==> src/rtl/ahb_mbox_pkg.sv <==
// Shared definitions for the AHB mailbox target: transfer codes, register map,
// STATUS bit layout and the bus-side FSM state encoding.
package ahb_mbox_pkg;

    localparam logic [1:0] HTRANS_NONSEQ = 2'b10;
    localparam logic [1:0] HTRANS_SEQ    = 2'b11;
    localparam logic [2:0] HSIZE_WORD    = 3'b010;

    localparam int unsigned OFF_TXDATA = 'h00;
    localparam int unsigned OFF_RXDATA = 'h04;
    localparam int unsigned OFF_STATUS = 'h08;
    localparam int unsigned OFF_IRQEN  = 'h0C;

    localparam int STS_RX_NONEMPTY = 0;
    localparam int STS_TX_FULL     = 1;
    localparam int STS_TX_EMPTY    = 2;
    localparam int STS_RX_CNT_LSB  = 8;
    localparam int STS_TX_CNT_LSB  = 16;

    typedef enum logic [1:0] {
        ST_IDLE,
        ST_WAIT,
        ST_ERR1,
        ST_ERR2
    } mbox_state_e;

    function automatic logic [31:0] pack_status(
        input logic       rx_nonempty,
        input logic       tx_full,
        input logic       tx_empty,
        input logic [7:0] rx_cnt,
        input logic [7:0] tx_cnt
    );
        logic [31:0] s;
        s = '0;
        s[STS_RX_NONEMPTY]       = rx_nonempty;
        s[STS_TX_FULL]           = tx_full;
        s[STS_TX_EMPTY]          = tx_empty;
        s[STS_RX_CNT_LSB +: 8]   = rx_cnt;
        s[STS_TX_CNT_LSB +: 8]   = tx_cnt;
        return s;
    endfunction

endpackage

==> src/rtl/mbox_fifo.sv <==
// Synchronous word FIFO with occupancy count. A push while full is accepted only
// when a pop happens in the same cycle; there is no empty-to-output bypass.
module mbox_fifo #(
    parameter int DEPTH = 16,
    parameter int WIDTH = 32,
    localparam int AW = $clog2(DEPTH),
    localparam int CW = AW + 1
) (
    input  logic             clk,
    input  logic             rst,
    input  logic             push,
    input  logic [WIDTH-1:0] push_data,
    input  logic             pop,
    output logic [WIDTH-1:0] pop_data,
    output logic             full,
    output logic             empty,
    output logic [CW-1:0]    count
);
    import ahb_mbox_pkg::*;

    logic [WIDTH-1:0] mem_q [DEPTH];
    logic [AW-1:0]    wr_ptr_q, wr_ptr_d;
    logic [AW-1:0]    rd_ptr_q, rd_ptr_d;
    logic [CW-1:0]    count_q, count_d;
    logic             push_en, pop_en;

    assign empty    = (count_q == '0);
    assign full     = (count_q == CW'(DEPTH));
    assign count    = count_q;
    assign pop_data = mem_q[rd_ptr_q];
    assign push_en  = push & (~full | pop);
    assign pop_en   = pop & ~empty;

    always_comb begin
        wr_ptr_d = wr_ptr_q;
        rd_ptr_d = rd_ptr_q;
        count_d  = count_q;
        if (push_en) wr_ptr_d = wr_ptr_q + AW'(1);
        if (pop_en)  rd_ptr_d = rd_ptr_q + AW'(1);
        case ({push_en, pop_en})
            2'b10:   count_d = count_q + CW'(1);
            2'b01:   count_d = count_q - CW'(1);
            default: count_d = count_q;
        endcase
    end

    always_ff @(posedge clk or posedge rst) begin
        if (rst) begin
            wr_ptr_q <= '0;
            rd_ptr_q <= '0;
            count_q  <= '0;
        end else begin
            wr_ptr_q <= wr_ptr_d;
            rd_ptr_q <= rd_ptr_d;
            count_q  <= count_d;
        end
    end

    // Storage carries no reset; the pointers alone define what is valid.
    always_ff @(posedge clk) begin
        if (push_en) mem_q[wr_ptr_q] <= push_data;
    end

endmodule

==> src/rtl/ahb_mailbox_target.sv <==
// AHB-Lite mailbox target bridging CPU accesses to TX/RX word FIFOs.
// Optional interrupt logic is enabled by defining AHB_MBOX_IRQ_EN.
module ahb_mailbox_target #(
    parameter int ADDR_W      = 12,
    parameter int DEPTH       = 16,
    parameter int WAIT_STATES = 0
) (
    input  logic              HCLK,
    input  logic              HRESET,
    input  logic              HSEL,
    input  logic [ADDR_W-1:0] HADDR,
    input  logic [1:0]        HTRANS,
    input  logic              HWRITE,
    input  logic [2:0]        HSIZE,
    input  logic [31:0]       HWDATA,
    input  logic              HREADYMUX,
    output logic [31:0]       HRDATA,
    output logic              HREADYOUT,
    output logic              HRESP,
    output logic              TXVALID,
    input  logic              TXREADY,
    output logic [31:0]       TXDATA,
    input  logic              RXVALID,
    output logic              RXREADY,
    input  logic [31:0]       RXDATA,
    output logic              IRQ
);
    import ahb_mbox_pkg::*;

    localparam int CW = $clog2(DEPTH) + 1;

    mbox_state_e state_q, state_d;
    logic        hready_q, hready_d;
    logic        hresp_q, hresp_d;
    logic [31:0] hrdata_q, hrdata_d;
    logic [1:0]  wait_q, wait_d;
    logic        tx_pend_q, tx_pend_d;
    logic        irqen_pend_q, irqen_pend_d;
    logic        run_q;

    logic          tx_full, tx_empty, tx_pop;
    logic [CW-1:0] tx_count;
    logic          rx_full, rx_empty, rx_push, rx_pop;
    logic [CW-1:0] rx_count;
    logic [31:0]   rx_head;
    logic [1:0]    irqen_rd;

    logic          accept, acc_err;
    logic          sel_tx, sel_rx, sel_sts, sel_irqen;
    logic [CW:0]   tx_level;
    logic [31:0]   status, rd_data;

    mbox_fifo #(.DEPTH(DEPTH), .WIDTH(32)) u_tx_fifo (
        .clk       (HCLK),
        .rst       (HRESET),
        .push      (tx_pend_q),
        .push_data (HWDATA),
        .pop       (tx_pop),
        .pop_data  (TXDATA),
        .full      (tx_full),
        .empty     (tx_empty),
        .count     (tx_count)
    );

    mbox_fifo #(.DEPTH(DEPTH), .WIDTH(32)) u_rx_fifo (
        .clk       (HCLK),
        .rst       (HRESET),
        .push      (rx_push),
        .push_data (RXDATA),
        .pop       (rx_pop),
        .pop_data  (rx_head),
        .full      (rx_full),
        .empty     (rx_empty),
        .count     (rx_count)
    );

    assign TXVALID   = ~tx_empty;
    assign tx_pop    = TXVALID & TXREADY;
    assign RXREADY   = run_q & ~rx_full;
    assign rx_push   = RXVALID & RXREADY;
    assign HREADYOUT = hready_q;
    assign HRESP     = hresp_q;
    assign HRDATA    = hrdata_q;

    assign sel_tx    = (HADDR == ADDR_W'(OFF_TXDATA));
    assign sel_rx    = (HADDR == ADDR_W'(OFF_RXDATA));
    assign sel_sts   = (HADDR == ADDR_W'(OFF_STATUS));
    assign sel_irqen = (HADDR == ADDR_W'(OFF_IRQEN));

    assign accept = HSEL & HREADYMUX & hready_q &
                    ((HTRANS == HTRANS_NONSEQ) | (HTRANS == HTRANS_SEQ));

    // A push still in its data phase counts against TX space, so a pipelined
    // write stream cannot overrun the FIFO.
    assign tx_level = {1'b0, tx_count} + {{CW{1'b0}}, tx_pend_q};

    assign status = pack_status(~rx_empty, tx_full, tx_empty,
                                8'(rx_count), 8'(tx_count));

    always_comb begin
        acc_err = 1'b0;
        if (HSIZE != HSIZE_WORD) begin
            acc_err = 1'b1;
        end else if (HWRITE) begin
            if (sel_tx)         acc_err = (tx_level == (CW+1)'(DEPTH));
            else if (!sel_irqen) acc_err = 1'b1;
        end else begin
            if (sel_rx)         acc_err = rx_empty;
            else if (!(sel_sts || sel_irqen)) acc_err = 1'b1;
        end
    end

    always_comb begin
        rd_data = '0;
        if (sel_rx)         rd_data = rx_head;
        else if (sel_sts)   rd_data = status;
        else if (sel_irqen) rd_data = {30'b0, irqen_rd};
    end

    // Next-state for the bus FSM; every decision about a transfer is taken at acceptance.
    always_comb begin
        state_d      = state_q;
        hready_d     = hready_q;
        hresp_d      = hresp_q;
        hrdata_d     = hrdata_q;
        wait_d       = wait_q;
        tx_pend_d    = 1'b0;
        irqen_pend_d = 1'b0;
        rx_pop       = 1'b0;

        case (state_q)
            ST_WAIT: begin
                if (wait_q == 2'd0) begin
                    state_d  = ST_IDLE;
                    hready_d = 1'b1;
                end else begin
                    wait_d = wait_q - 2'd1;
                end
            end
            ST_ERR1: begin
                state_d  = ST_ERR2;
                hready_d = 1'b1;
                hresp_d  = 1'b1;
            end
            default: begin
                state_d  = ST_IDLE;
                hready_d = 1'b1;
                hresp_d  = 1'b0;
            end
        endcase

        if (accept) begin
            if (acc_err) begin
                state_d  = ST_ERR1;
                hready_d = 1'b0;
                hresp_d  = 1'b1;
            end else if (HWRITE) begin
                tx_pend_d    = sel_tx;
                irqen_pend_d = sel_irqen;
            end else begin
                hrdata_d = rd_data;
                rx_pop   = sel_rx;
                if (WAIT_STATES > 0) begin
                    state_d  = ST_WAIT;
                    hready_d = 1'b0;
                    wait_d   = 2'(WAIT_STATES - 1);
                end
            end
        end
    end

    always_ff @(posedge HCLK or posedge HRESET) begin
        if (HRESET) begin
            state_q      <= ST_IDLE;
            hready_q     <= 1'b1;
            hresp_q      <= 1'b0;
            hrdata_q     <= '0;
            wait_q       <= '0;
            tx_pend_q    <= 1'b0;
            irqen_pend_q <= 1'b0;
            run_q        <= 1'b0;
        end else begin
            state_q      <= state_d;
            hready_q     <= hready_d;
            hresp_q      <= hresp_d;
            hrdata_q     <= hrdata_d;
            wait_q       <= wait_d;
            tx_pend_q    <= tx_pend_d;
            irqen_pend_q <= irqen_pend_d;
            run_q        <= 1'b1;
        end
    end

`ifdef AHB_MBOX_IRQ_EN
    logic [1:0] irqen_q, irqen_d;
    logic       irq_q, irq_d;

    always_comb begin
        irqen_d = irqen_pend_q ? HWDATA[1:0] : irqen_q;
        irq_d   = |(irqen_q & {tx_empty, ~rx_empty});
    end

    always_ff @(posedge HCLK or posedge HRESET) begin
        if (HRESET) begin
            irqen_q <= '0;
            irq_q   <= 1'b0;
        end else begin
            irqen_q <= irqen_d;
            irq_q   <= irq_d;
        end
    end

    assign irqen_rd = irqen_q;
    assign IRQ      = irq_q;
`else
    logic unused_irqen;
    assign unused_irqen = irqen_pend_q;
    assign irqen_rd     = '0;
    assign IRQ          = 1'b0;
`endif

endmodule
==> config.mk <==
export PLATFORM = sky130hd
export DESIGN_NAME = ahb_mailbox_target
export DESIGN_NICKNAME = d
export VERILOG_FILES = /design/src/rtl/ahb_mbox_pkg.sv /design/src/rtl/mbox_fifo.sv /design/src/rtl/ahb_mailbox_target.sv
export SDC_FILE = /design/constraint.sdc
export NUM_CORES = 1
export LEC_CHECK = 0
export BUFFER_PORTS_ARGS = -buffer_cell sky130_fd_sc_hd__buf_2
export CAP_MARGIN = 0
export CORE_UTILIZATION = 60
export DETAILED_ROUTE_END_ITERATION = 8
export PLACE_DENSITY = 0.78
export SKIP_CTS_REPAIR_TIMING = 1
export SYNTH_ARGS = -nofsm -noshare
export SYNTH_HDL_FRONTEND = slang
export SYNTH_HIERARCHICAL = 1
export SYNTH_SLANG_ARGS = --single-unit
==> constraint.sdc <==
create_clock -name HCLK -period 5.81 [get_ports HCLK]
set_input_delay 0.2905 -clock HCLK [delete_from_list [all_inputs] [get_ports HCLK]]
set_output_delay 0.2905 -clock HCLK [all_outputs]
set_load 0.005 [all_outputs]
==> implementation parameters <==
Parameter                              Value

Outcome
  Result of the run    finished, final reports clean

Finish
  Combined flip-flop and latch cell area    0.0324 mm^2
  Area used by multi-input combinational logic    0.00966 mm^2
  Most frequent standard cell in the layout excluding fill and tap cells    sky130_fd_sc_hd__edfxtp_1
  Relative area change from synthesis to final layout    13.2%
  Fill cell total of the finished layout    4225
  Layout cell share with drive strength beyond 1    21.4%
  Commonest cells after routing, fill and taps aside    1024 x sky130_fd_sc_hd__edfxtp_1, 277 x sky130_fd_sc_hd__mux2i_1, 154 x sky130_fd_sc_hd__buf_2
  Post-route cell area    0.0486 mm^2
  Total number of nets in the final design    2577

Drt
  Final routed wire length divided by cell count    27.0 um
  Via-per-instance ratio    6.43
  Starting DRT DRC Count    2253
  TritonRoute pass-1 iters    5
  Final antenna-violating net count    0
  # DRC    0
  DR vias    22400
  Wirelength, routed    94400 um

Synth
  Yosys cell types    52
  Post-synth EDFFs    1024
  Proportion of synthesized chip area in sequential cells    75.5%
  Proportion of register bits with asynchronous set or reset after synthesis    6.06%
  Post-Synthesis Cell Area    0.0429 mm^2
  Dominant combinational cell family by area after synthesis    multiplexers
  Count of mapped cells out of synthesis    2210
  Synthesized area divided by synthesized cell count    19.4 um^2
  Fraction of the mapped netlist area in adder cells    0.764%
  Area fraction in compound gates after synthesis    5.17%
  Number of warnings reported in the yosys synthesis log    6
  Fraction of post-synthesis cell area in the top cell type by area    71.6%
  #FFs+latches synth    1090
  Cell taking the most area after synthesis    sky130_fd_sc_hd__edfxtp_1
  Synth Area in Simple Gates    2.05%
  Largest cells by area after synthesis    sky130_fd_sc_hd__edfxtp_1 72%, sky130_fd_sc_hd__mux2i_1 6.5%, sky130_fd_sc_hd__mux4_2 6.3%
  Post-synth top flop    sky130_fd_sc_hd__edfxtp_1
  Xor/xnor cell area share of the yosys netlist    0.428%
  Nets in the synthesized netlist    2323
  Share of cell area taken by muxes after synthesis    13.7%

Power and ir drop
  Fraction of power consumed by sequential logic    47.9%
  Total power divided by cell area    391 mW/mm^2
  Net switching fraction of the power    26.8%
  Largest vdd supply drop    0.301 mV
  Net switching power figure    5.10 mW
  Total design power    19.0 mW
  Proportion of power drawn by the clock network    34.5%
  Int Power    13.9 mW
  Leakage    16.4 nW
  Relative contribution of combinational cells to total power    17.6%

Timing
  Post-route setup slack    1.58 ns
  RSZ-0062 raised after global routing    no
  Worst rel slew slack    24.5%
  Maximum achievable frequency    236 MHz
  Count of final max-slew check failures    0
  Number of endpoints failing setup at the final stage    0
  Post-Route Skew    0.0447 ns
  Part of the cycle the worst path needs    72.8%
  Worst-Margin Slew    1.13 ns
  Final Hold Vio Count    0
  Shortest period the worst path allows    4.23 ns
  Total negative setup slack    0 ns

GRT
  First-pass GRT wire length    140000 um
  Overall Global Routing Usage    25.9%
  Initial antenna violation count    6
  Congestion Overflow GR    0
  Pin count of the biggest net entering global routing    68
  Vias in the first global route    23100

Floorplanning
  DIE HEIGHT    269 um
  Row Count    97
  Effective utilization at floorplan    61.0%
  Placeable Area    0.0704 mm^2
  X dimension of the die    269 um
  Total die area    0.0726 mm^2
  Top-level I/O count    157

Place
  Placed Instance Area    0.0447 mm^2
  I/O Buffers    154
  Routability congestion estimate from global placement    0.799
  Final HPWL from detailed placement    50600 um
  Placement Setup Slack    1.65 ns

Critical path
  CP max stage delay    0.69 ns
  Kind of start point of the critical path    flip-flop
  Most frequent cell on the critical path    sky130_fd_sc_hd__nor2b_1
  Maximum net fanout on the critical path    5
  Worst flop-to-flop path endpoint    u_rx_fifo/count[4]
  List of cells traversed by the critical path    nor4_1, and2b_1, nor2b_1, o2111ai_1, or4_2, nor2b_1, nor2b_1, ha_1, inv_1, fa_1, nor2b_1, o21ai_0, nand3_1, or3b_1, xnor2_1
  Required time of the critical path    6.33 ns
  Type of the setup path with the least slack    flip-flop to flip-flop
  Arrival time at the worst endpoint    4.75 ns
  Setup slack of the most critical reg-to-reg path    1.58 ns
  Startpoint of the worst-slack reg-to-reg timing path    u_rx_fifo/count[0]
  CP max stage cell    sky130_fd_sc_hd__or4_2
  Endpoint type of the worst setup path    flip-flop
  Logic depth of the worst register-to-register path    15

CTS
  Clock root cell    sky130_fd_sc_hd__clkbuf_16
  Clock latency on the worst-skew pair    0.68 ns
  # clock sinks    1090
  H-tree lvl count    3
  Clock slew at the register clock pins of the worst setup and hold paths    0.06 ns
  Clock buffers created by TritonCTS    104
  Clock tree from TritonCTS    yes
  Maximum buffer depth of the clock tree    3

Run
  Number of max-cap violations    0

Worst hold path
  Endpoint with the worst hold slack    u_tx_fifo/mem_q[11][25]
  Depth of the worst hold-timing path    1
  Hold Crit Class    input pin to flip-flop
  Startpoint of the worst hold path    HWDATA[25]
==> worst max-delay path by stage <==
stage | startpoint | end | depth (start not counted)
global route | u_rx_fifo/count[0] | u_rx_fifo/count[4] | 15
floorplan | u_rx_fifo/count[0] | u_rx_fifo/mem_q[3][0] | 12
finish | u_rx_fifo/count[0] | u_rx_fifo/count[4] | 15
CTS | u_rx_fifo/count[0] | u_rx_fifo/count[4] | 15
detailed placement | u_rx_fifo/count[0] | u_rx_fifo/count[4] | 15
global placement | u_rx_fifo/count[0] | u_rx_fifo/count[4] | 15
==> area by class of cell <==
cell class                 count  area share (%)
sequential                  1090            66.7
multi-input combinational    952            19.9
clock buffer                 140            5.84
timing repair buffer         270            3.75
tap                          940            2.42
clock inverter                52            1.06
inverter                      46           0.355
antenna                        3          0.0154
==> critical path: cells and delay by family, from the launching register on <==
family,cells,cell delay [ns]
and+or+nand+nor,9,2.41
adders and majority gates,2,0.74
DFF,1,0.43
AOI/OAI and AO/OA,2,0.27
xor gates and xnor gates,1,0.15
buffers and inverters,1,0.11
==> Yosys cell counts (3+ instances only) <==
| library cell | number |
|---|---|
| sky130_fd_sc_hd__a21oi_1 | 6 |
| sky130_fd_sc_hd__a221oi_1 | 128 |
| sky130_fd_sc_hd__a22o_1 | 14 |
| sky130_fd_sc_hd__a22oi_1 | 64 |
| sky130_fd_sc_hd__and2_1 | 19 |
| sky130_fd_sc_hd__buf_2 | 38 |
| sky130_fd_sc_hd__buf_4 | 7 |
| sky130_fd_sc_hd__buf_6 | 17 |
| sky130_fd_sc_hd__buf_8 | 16 |
| sky130_fd_sc_hd__clkbuf_1 | 42 |
| sky130_fd_sc_hd__dfrtp_1 | 65 |
| sky130_fd_sc_hd__edfxtp_1 | 1024 |
| sky130_fd_sc_hd__ha_1 | 23 |
| sky130_fd_sc_hd__inv_1 | 46 |
| sky130_fd_sc_hd__mux2_2 | 5 |
| sky130_fd_sc_hd__mux2_4 | 10 |
| sky130_fd_sc_hd__mux2i_1 | 277 |
| sky130_fd_sc_hd__mux4_1 | 8 |
| sky130_fd_sc_hd__mux4_2 | 120 |
| sky130_fd_sc_hd__nand2_1 | 102 |
| sky130_fd_sc_hd__nand2b_1 | 3 |
| sky130_fd_sc_hd__nand3_1 | 5 |
| sky130_fd_sc_hd__nand4_1 | 3 |
| sky130_fd_sc_hd__nor2_1 | 19 |
| sky130_fd_sc_hd__nor2b_1 | 13 |
| sky130_fd_sc_hd__nor3_1 | 6 |
| sky130_fd_sc_hd__o21ai_0 | 73 |
| sky130_fd_sc_hd__xnor2_1 | 15 |
| sky130_fd_sc_hd__xor2_1 | 6 |
==> power groups by stage <==
stage                     Sequential, mW  Clock [mW]  Combinational (mW)
after CTS                           9.10        6.63                3.30
after global placement              9.24           0                3.16
final                               9.10        6.57                3.35
after global routing                9.13        6.93                3.58
after detailed placement            9.26           0                3.26
after floorplan                     9.10           0                2.41
==> sequential cells by signal, summed over array words and instances (netlist names) <==
| signal | cells |
|---|---|
| u_rx_fifo/count | 5 |
| u_tx_fifo/rd_ptr_q | 4 |
| u_rx_fifo/mem_q | 512 |
| run_q | 1 |
| HRESP | 1 |
| HREADYOUT | 1 |
| tx_pend_q | 1 |
| state_q | 2 |
| u_rx_fifo/rd_ptr_q | 4 |
| u_tx_fifo/count | 5 |
| wait_q | 2 |
| HRDATA | 32 |
| u_tx_fifo/wr_ptr_q | 4 |
| u_tx_fifo/mem_q | 512 |
| u_rx_fifo/wr_ptr_q | 4 |
==> routing by layer <==
layer	vias to the layer above	track usage, %	share of wire, %
met1	11600	34.1	38
met3	183	4.92	8.1
met5	-	0	0.043
li1	9542	-	-
met4	6	8.88	2.4
met2	1106	43.6	51
==> kinds of logic after synthesis <==
| group | count (synthesis) |
|---|---|
| buffers and inverters | 168 |
| muxes | 420 |
| DFF | 1090 |
| and+or+nand+nor | 186 |
| other | 2 |
| AOI/OAI and AO/OA | 298 |
| xor gates and xnor gates | 21 |
| adders and majority gates | 25 |
==> metrics by stage <==
step | hold slack (ns) | utilization, % | instances
3_3_place_gp | 0.382 | 63.5 | 3240
5_1_grt | 0.00143 | 69.1 | 3492
4_1_cts | -0.326 | 68.2 | 3432
3_5_place_dp | 0.386 | 63.5 | 3240
2_1_floorplan | 0.167 | - | 2210
6_report | 0.00481 | 69.1 | 3493
Note: power is estimated with default switching activity, not from simulation.
